===== src/rtl/store_pkg.sv =====
// Shared store-path definitions: access size and FSM state encodings plus
// size-to-byte-mask helpers used by the store split unit and lane generator.
package store_pkg;

  typedef enum logic [1:0] {
    SIZE_B = 2'b00,
    SIZE_H = 2'b01,
    SIZE_W = 2'b10,
    SIZE_D = 2'b11
  } size_e;

  typedef enum logic [1:0] {
    ST_IDLE  = 2'b00,
    ST_BEAT0 = 2'b01,
    ST_BEAT1 = 2'b10,
    ST_RESP  = 2'b11
  } state_e;

  // One bit per byte written by an access of the given size, right-aligned.
  function automatic logic [7:0] size_bytemask(input size_e size);
    case (size)
      SIZE_B:  size_bytemask = 8'h01;
      SIZE_H:  size_bytemask = 8'h03;
      SIZE_W:  size_bytemask = 8'h0F;
      default: size_bytemask = 8'hFF;
    endcase
  endfunction

  // Low address bits that must be zero for a naturally aligned access.
  function automatic logic [2:0] size_align_mask(input size_e size);
    case (size)
      SIZE_B:  size_align_mask = 3'b000;
      SIZE_H:  size_align_mask = 3'b001;
      SIZE_W:  size_align_mask = 3'b011;
      default: size_align_mask = 3'b111;
    endcase
  endfunction

endpackage


===== src/rtl/store_lane_gen.sv =====
// Builds the double-width lane and strobe images for a store: size-masked
// data and byte strobes shifted to the byte offset within the bus word.
module store_lane_gen
  import store_pkg::*;
#(
  parameter int XLEN = 32
) (
  input  size_e                      size,
  input  logic [$clog2(XLEN/8)-1:0]  offset,
  input  logic [XLEN-1:0]            wdata,
  output logic [2*XLEN-1:0]          lane,
  output logic [2*(XLEN/8)-1:0]      strb
);

  localparam int NB = XLEN / 8;

  logic [NB-1:0]   bmask;
  logic [XLEN-1:0] data_mask;

  // The upper half of each image is what spills into the second bus beat.
  always_comb begin
    bmask     = NB'(size_bytemask(size));
    data_mask = '0;
    for (int i = 0; i < NB; i++) begin
      data_mask[8*i +: 8] = {8{bmask[i]}};
    end
    lane = {{XLEN{1'b0}}, wdata & data_mask} << {offset, 3'b000};
    strb = {{NB{1'b0}}, bmask} << offset;
  end

endmodule


===== src/rtl/store_split_unit.sv =====
// Store request to bus-beat converter: splits misaligned stores that cross a
// bus word into two beats, or faults them, and reports a one-cycle response.
module store_split_unit
  import store_pkg::*;
#(
  parameter int XLEN        = 32,
  parameter bit ALLOW_SPLIT = 1'b1
) (
  input  logic                clk,
  input  logic                rst,
  input  logic                req_valid,
  output logic                req_ready,
  input  logic [2:0]          req_funct3,
  input  logic                req_amo,
  input  logic [XLEN-1:0]     req_addr,
  input  logic [XLEN-1:0]     req_wdata,
  output logic                mem_valid,
  input  logic                mem_ready,
  output logic [XLEN-1:0]     mem_addr,
  output logic [XLEN-1:0]     mem_wdata,
  output logic [XLEN/8-1:0]   mem_wstrb,
  output logic                resp_valid,
  output logic                resp_fault,
  output logic                resp_split
);

  localparam int NB = XLEN / 8;
  localparam int OW = $clog2(NB);

  state_e          state;
  size_e           size_q;
  logic [XLEN-1:0] addr_q;
  logic [XLEN-1:0] wdata_q;
  logic            fault_q;
  logic            split_q;

  size_e           req_size;
  logic            req_illegal;
  logic            req_misaligned;
  logic            req_fault;
  logic            accept;
  logic            unused_funct3_hi;

  logic [2*XLEN-1:0] lane;
  logic [2*NB-1:0]   strb;
  logic [XLEN-1:0]   beat0_addr;
  logic [XLEN-1:0]   beat1_addr;

  assign unused_funct3_hi = req_funct3[2];
  assign accept           = req_valid && req_ready;

  // AMOs ignore the funct3 width except to select doubleword on RV64.
  always_comb begin
    if (req_amo) begin
      req_size = (XLEN == 64 && req_funct3[1:0] == 2'b11) ? SIZE_D : SIZE_W;
    end else begin
      req_size = size_e'(req_funct3[1:0]);
    end
    req_illegal    = (req_size == SIZE_D) && (XLEN == 32);
    req_misaligned = |(req_addr[2:0] & size_align_mask(req_size));
    req_fault      = req_illegal || (req_misaligned && (req_amo || !ALLOW_SPLIT));
  end

  store_lane_gen #(
    .XLEN(XLEN)
  ) u_lane_gen (
    .size   (size_q),
    .offset (addr_q[OW-1:0]),
    .wdata  (wdata_q),
    .lane   (lane),
    .strb   (strb)
  );

  assign beat0_addr = {addr_q[XLEN-1:OW], {OW{1'b0}}};
  assign beat1_addr = beat0_addr + XLEN'(NB);

  always_ff @(posedge clk) begin
    if (rst) begin
      state   <= ST_IDLE;
      size_q  <= SIZE_B;
      addr_q  <= '0;
      wdata_q <= '0;
      fault_q <= 1'b0;
      split_q <= 1'b0;
    end else begin
      case (state)
        ST_IDLE: begin
          if (accept) begin
            size_q  <= req_size;
            addr_q  <= req_addr;
            wdata_q <= req_wdata;
            fault_q <= req_fault;
            split_q <= 1'b0;
            state   <= req_fault ? ST_RESP : ST_BEAT0;
          end
        end
        ST_BEAT0: begin
          if (mem_ready) begin
            if (|strb[2*NB-1:NB]) begin
              split_q <= 1'b1;
              state   <= ST_BEAT1;
            end else begin
              state   <= ST_RESP;
            end
          end
        end
        ST_BEAT1: begin
          if (mem_ready) begin
            state <= ST_RESP;
          end
        end
        default: begin
          state <= ST_IDLE;
        end
      endcase
    end
  end

  // Outputs are quiet during reset so an abandoned beat never looks live.
  always_comb begin
    req_ready  = !rst && (state == ST_IDLE);
    mem_valid  = 1'b0;
    mem_addr   = '0;
    mem_wdata  = '0;
    mem_wstrb  = '0;
    resp_valid = 1'b0;
    resp_fault = 1'b0;
    resp_split = 1'b0;
    if (!rst) begin
      case (state)
        ST_BEAT0: begin
          mem_valid = 1'b1;
          mem_addr  = beat0_addr;
          mem_wdata = lane[XLEN-1:0];
          mem_wstrb = strb[NB-1:0];
        end
        ST_BEAT1: begin
          mem_valid = 1'b1;
          mem_addr  = beat1_addr;
          mem_wdata = lane[2*XLEN-1:XLEN];
          mem_wstrb = strb[2*NB-1:NB];
        end
        ST_RESP: begin
          resp_valid = 1'b1;
          resp_fault = fault_q;
          resp_split = split_q;
        end
        default: begin
        end
      endcase
    end
  end

endmodule


===== config.mk =====
export PLATFORM = sky130hd
export DESIGN_NAME = store_split_unit
export DESIGN_NICKNAME = d
export VERILOG_FILES = /design/src/rtl/store_pkg.sv /design/src/rtl/store_lane_gen.sv /design/src/rtl/store_split_unit.sv
export SDC_FILE = /design/constraint.sdc
export NUM_CORES = 1
export LEC_CHECK = 0
export BUFFER_PORTS_ARGS = -buffer_cell sky130_fd_sc_hd__buf_2
export CORE_ASPECT_RATIO = 0.5
export CORE_MARGIN = 4
export CORE_UTILIZATION = 57
export DETAILED_ROUTE_END_ITERATION = 8
export MAX_ROUTING_LAYER = met4
export PLACE_DENSITY_LB_ADDON = 0.1
export SLEW_MARGIN = 5
export SYNTH_ARGS = -nofsm -noshare
export SYNTH_HDL_FRONTEND = slang
export SYNTH_SLANG_ARGS = --single-unit

===== constraint.sdc =====
create_clock -name clk -period 4.5 [get_ports clk]
set_input_delay 0.225 -clock clk [delete_from_list [all_inputs] [get_ports clk]]
set_output_delay 0.225 -clock clk [all_outputs]
set_load 0.02 [all_outputs]

After elaboration in Yosys (flattened, before gate mapping)
Index checks and enable logic that the tools add are counted.
{"block": "totals", "in_bits": 72, "wordCells": 65, "regBits": 70}
{"block": "classes", "add_sub_neg": 1, "n_shift": 2, "mux": 27, "n_bitwise": 2, "n_reduce_logical": 15, "eq_ne": 12}
{"operator": "$pmux 32 s2", "count": 2}
{"operator": "$mux 32", "count": 2}
{"operator": "$shl 32x5->64", "count": 1}
{"operator": "$add 32x3->32 const B", "count": 1}
{"operator": "$and 32x32->32", "count": 1}
{"operator": "$mux 1", "count": 12}
{"operator": "$pmux 4 s3", "count": 1}
{"operator": "$eq 2x2->1 const B", "count": 5}
{"operator": "$mux 2", "count": 5}
{"operator": "$pmux 3 s3", "count": 1}
{"operator": "$ne 2x2->1 const B", "count": 4}
{"operator": "$pmux 4 s2", "count": 1}
{"operator": "$shl 4x2->8", "count": 1}
{"operator": "$eq 2x1->1 const B", "count": 3}
{"operator": "$logic_not 2->1", "count": 3}
{"operator": "$pmux 2 s3", "count": 1}
{"operator": "$mux 4", "count": 1}
{"operator": "$reduce_and 4->1", "count": 1}
{"operator": "$reduce_or 4->1", "count": 1}
{"operator": "$and 3x3->3", "count": 1}
{"operator": "$logic_and 1x1->1", "count": 3}
{"operator": "$reduce_and 3->1", "count": 1}
{"operator": "$reduce_or 3->1", "count": 1}
{"operator": "$pmux 1 s2", "count": 1}
{"operator": "other kinds (5)", "count": 5}

Longest topological paths before layout
{"block": "depth", "word_depth": 10, "depth_mapped": 9, "depth_no_buf": 7}

By module
A second synthesis with hierarchy kept.
{"block": "unflattened", "cells_unflattened": 719, "area_unflattened_um2": 5202.5}
{"mod": "store_split_unit", "n_inst": 1, "cells_each": 572, "area_per_inst_um2": 4220.3, "seq_area_each_um2": 1401.3}
{"mod": "store_lane_gen", "n_inst": 1, "cells_each": 147, "area_per_inst_um2": 982.2, "seq_area_each_um2": 0.0}

Least setup slack after synthesis
OpenSTA, ideal clock, no wires.
{"block": "synth_timing", "kind": "register -> output", "start": "register state[0]", "end": "output mem_addr[29]", "stages_incl_launch_ff": 7, "n_path_buf": 2, "setup_slack_ps": 2219, "arrival_time_ps": 2056, "cell_sequence": "dfxtp_1 inv_1 ha_1 nand3b_1 buf_2 clkbuf_1 o41ai_1"}
{"block": "synth_via", "elab_chain_len": 3, "word_cells_on_any_way": 4}
{"element": "from (decl)", "line": "store_split_unit.sv:30", "source": "state_e state;"}
{"element": "from (signal assigned)", "line": "store_split_unit.sv:94", "source": "state <= req_fault ? ST_RESP : ST_BEAT0;"}
{"element": "$eq 2x2->1 or $eq 2x1->1 (tied branches)", "line": "store_split_unit.sv:130", "source": "case (state)"}
{"element": "$pmux 32 s2 (*)", "line": "store_split_unit.sv:130"}
{"element": "$mux 32 (*)", "line": "store_split_unit.sv:129", "source": "if (!rst) begin"}
{"element": "to (decl)", "line": "store_split_unit.sv:19", "source": "output logic [XLEN-1:0] mem_addr,"}
Every way passes the cells marked *; elsewhere a longest branch is shown, timed or not.

Worst setup path after layout
{"block": "layout_timing", "start": "register state[0]", "end": "output mem_addr[30]"}
Same word-level chain as after synthesis.

==> results by stage <==
Synth:
- The netlist area before placement is ~4800 µm².
- The sequential element share of the synthesized area is 0.2896.
- The most numerous cell in the Yosys netlist is nand2_1.
- The flip-flop and latch count after synthesis is 70.
- Yosys mapped the design onto 60 distinct sky130hd cell types.
- Ranked by instance count, the synthesized netlist is headed by nand2_1 (170), dfxtp_1 (70), nand3b_1 (66), nor2_1 (38), clkbuf_1 (36).
- The portion of synthesized cell area occupied by the leading cell type is 0.2896.
- The cell type contributing the most total cell area after synthesis is dfxtp_1.
- The number of synthesis warnings is 0.
- The most used flip-flop cell after synthesis is dfxtp_1.
- Ranked by total cell area, the synthesized netlist is headed by dfxtp_1 (29%), nand2_1 (13%), nand3b_1 (10%).
- The gate count of the mapped netlist is approximately 670.
- The share of synthesized flip-flops with an asynchronous set or reset is 0.
- A synthesized cell averages slightly above 7 µm².
- Yosys mapped a number of flops with a built-in enable equal to 0.

Clocking:
- The number of H-tree levels is 3.
- The clock passes through at most 2 buffers.
- The setup fix buffers added after clock tree synthesis is 0.
- Buffers inserted during clock tree synthesis total 9.
- The clock tree root driver cell is clkbuf_16.
- The number of hold buffers added after CTS was 0.
- Clock-pin slew was measured on the worst setup and hold paths at ~0.06 ns.
- The TritonCTS clock tree is done.
- The quantity of gates resized following cts is 0.
- The clock reaches the later pin of the worst-skew pair after approximately 0.34 ns.
- Clock tree synthesis found a total of 70 sinks.

Placement:
- Summing all placed instances gives a cell area of roughly 5400 µm².
- Port buffering added around 140 buffers.
- Routability-driven placement finished with a final weighted congestion of ~0.96.
- The wire-length estimate of the detail-placed layout is about 9.5 mm.
- Prior to clock tree synthesis, the placed netlist has a worst setup slack of ~1.7 ns.

Timing:
- The sum of negative setup slack is 0 ns.
- Setup repair after global routing left no endpoint under its margin.
- The worst hold margin is 0.05951 ns.
- The hold violation total from the final report came to 0.
- Of the available clock period, the critical path in the final layout requires 0.7074.
- For the pin with the worst max-slew slack, the measured transition is about 1.2 ns.
- The count of endpoints failing setup in the final report is 0.
- For this run, the top clock speed supported by timing is between 300 and 400 MHz.
- The slack of the critical path is 1.317 ns.
- The worst pin sits at a relative slew slack of 0.2169.
- The number of slew-limit violations in the final report is 0.
- The largest clock skew in the final design is 0.007611 ns.
- The minimum period implied by the final worst setup slack is between 3 and 4 ns.

Route:
- Across all layers, the routed design uses approximately 5,300 vias.
- The post-detailed-routing wire length is 14.59 mm.
- In this run, the number of DRC markers left after iteration 0 of detailed routing was about 630.
- The post-detailed-route count of antenna-violating nets is 0.
- Dividing the detail-routed wire length by the instance count gives 16.56 µm.
- The mean number of vias per cell is 6.006.
- After detailed routing, the number of remaining DRC violations is 0.
- The count of TritonRoute iterations in the first routing pass is 5.

Worst setup path:
- Along the worst path, the maximum fanout reaches 33.
- The kind of end point of the critical path is an output port.
- The worst setup path is of the register to output port kind.
- In this run the critical register-to-register path is launched from state[0].
- Measured in cells, the most critical reg-to-reg path has a length of 6.
- The required time of the worst setup path is between 4 and 5 ns.
- The register-to-register setup slack is roughly 2.1 ns.
- The worst register-to-register path ends at state[1].
- The kind of launch point of the worst setup path is a register.
- At the worst endpoint, the arrival time is between 2 and 3 ns.

Floorplanning:
- The horizontal die dimension is between 100 and 150 µm.
- The number of top-level design ports is ~150.
- The die outline area is 10,120 µm².
- The die outline height is 73.16 µm.
- The starting density of the core is 0.5964.
- The core region is roughly 8100 µm².
- Row generation in the floorplan step produced 23 rows.

Hold path:
- The worst hold path startpoint is req_wdata[6].
- The number of cells on the worst hold path is 3.
- The worst hold path belongs to the class primary input to register.
- The end point of the most critical hold path is wdata_q[6].

Pwr:
- Dividing total power by cell area gives a power density of about 400 nW/µm².
- IR analysis of the VDD net gives a maximum drop of roughly 0.22 mV.
- In this run the static leakage power is roughly 2.7 nW.
- The design draws ~0.0023 W.

Run:
- The count of max-cap constraint violations is 0.

Global routing:
- The number of antenna violations at the first check in global routing was 0.
- The first global-routing pass estimated 23.21 mm of wire.
- After global routing the overflow that remains totals 0.
- Across every metal layer, demand over resource in global routing totals 0.2909.
- The via count of the first global-routing pass is 4,601.
- Entering global routing, the biggest net connects slightly below 80 pins.

Finish:
- Counting the fill cells in the layout gives approximately 740.
- Summing all multi-input logic gate instances after layout gives between 3000 and 4000 µm².
- The number of antenna diodes in the final layout is 0.
- At the end of the flow, the number of nets in the layout was 842.
- The area of all placed cells without fillers is between 5000 and 6000 µm².
- The area growth from synthesis to layout is 18.67%.
- The combined flip-flop and latch cell area is 1401 µm².
- The fraction of layout instances using a drive strength above 1 is 0.2367.

Status:
- The flow ran to the end, and the final reports show no timing, DRC or antenna violations.
[through the flow]
| stage | cells | util |
|---|---|---|
| 6_report | 881 | 0.7077 |
| 5_1_grt | 881 | 0.7077 |
| 4_1_cts | 881 | 0.7077 |
| 3_5_place_dp | 865 | 0.6702 |
| 3_3_place_gp | 865 | 0.6702 |
| 2_1_floorplan | 668 | - |
[sequential cells by signal, summed over array words and instances (netlist names)]
register,cells
addr_q,32
wdata_q,32
state,2
fault_q,1
split_q,1
size_q,2
[logic make-up (layout without fill, tap and decap cells)]
logic type | count (synthesis) | count (layout) | share of synthesized area
compound gates | 139 | 139 | 0.1988
mux | 18 | 18 | 0.03981
buf+inv | 72 | 173 | 0.07136
flops | 70 | 70 | 0.2896
fa+ha+maj | 6 | 6 | 0.01551
other cells | 1 | 2 | 0.0007749
xor+xnor | 2 | 2 | 0.003620
simple gates | 359 | 359 | 0.3806
[critical path, cell delays in order, from the launching register on]
cell and delay (ns):
dfxtp_1 0.41, inv_1 0.09, ha_1 0.37, and3b_1 0.96
o21ai_0 0.24, a41o_1 0.25, o21ai_1 0.09, buf_2 0.20
[worst max path at each step]
stage                         from            to  slack (ns)
after floorplan           state[0]  mem_addr[29]        2.22
after global placement         rst  mem_addr[19]        1.74
after detailed placement       rst  mem_addr[19]        1.72
after CTS                 state[1]  mem_addr[30]        1.37
after global routing      state[0]  mem_addr[19]        1.05
final                     state[0]  mem_addr[30]        1.32
[per-layer routing]
metal | track usage | up-vias | share of wire
met3 | 0.05759 | 18 | 0.085
met5 | - | - | 0
li1 | - | 2581 | -
met2 | 0.4579 | 262 | 0.45
met1 | 0.3903 | 2430 | 0.46
met4 | 0.07010 | 0 | 0.013
[layout make-up]
class                           instances  share of cell area
Clock inverter                          7             0.01373
Inverter                                7            0.004575
Multi-Input combinational cell        526              0.5394
Clock buffer                            9             0.03922
Sequential cell                        70              0.2440
Tap cell                              112             0.02440
Timing Repair Buffer                  150              0.1346
[placed cells by master (no fill, tap or decap), drive strengths merged, types with 9 or more instances in the layout]
cell type / n
mux2: 10
and4: 9
clkbuf: 9
buf: 150
nor3: 13
o21ai: 34
nor2: 38
nand3b: 66
nand3: 18
dfxtp: 70
a22o: 17
nand4: 11
inv: 10
nand2: 170
a21oi: 26
[power breakdown]
group	switching, W	internal [W]
sequential	0.000152	0.000737
combinational	0.000433	0.000245
clock	0.000296	0.000435
total	0.000881	0.00142
(Power assumes the default switching activity.)
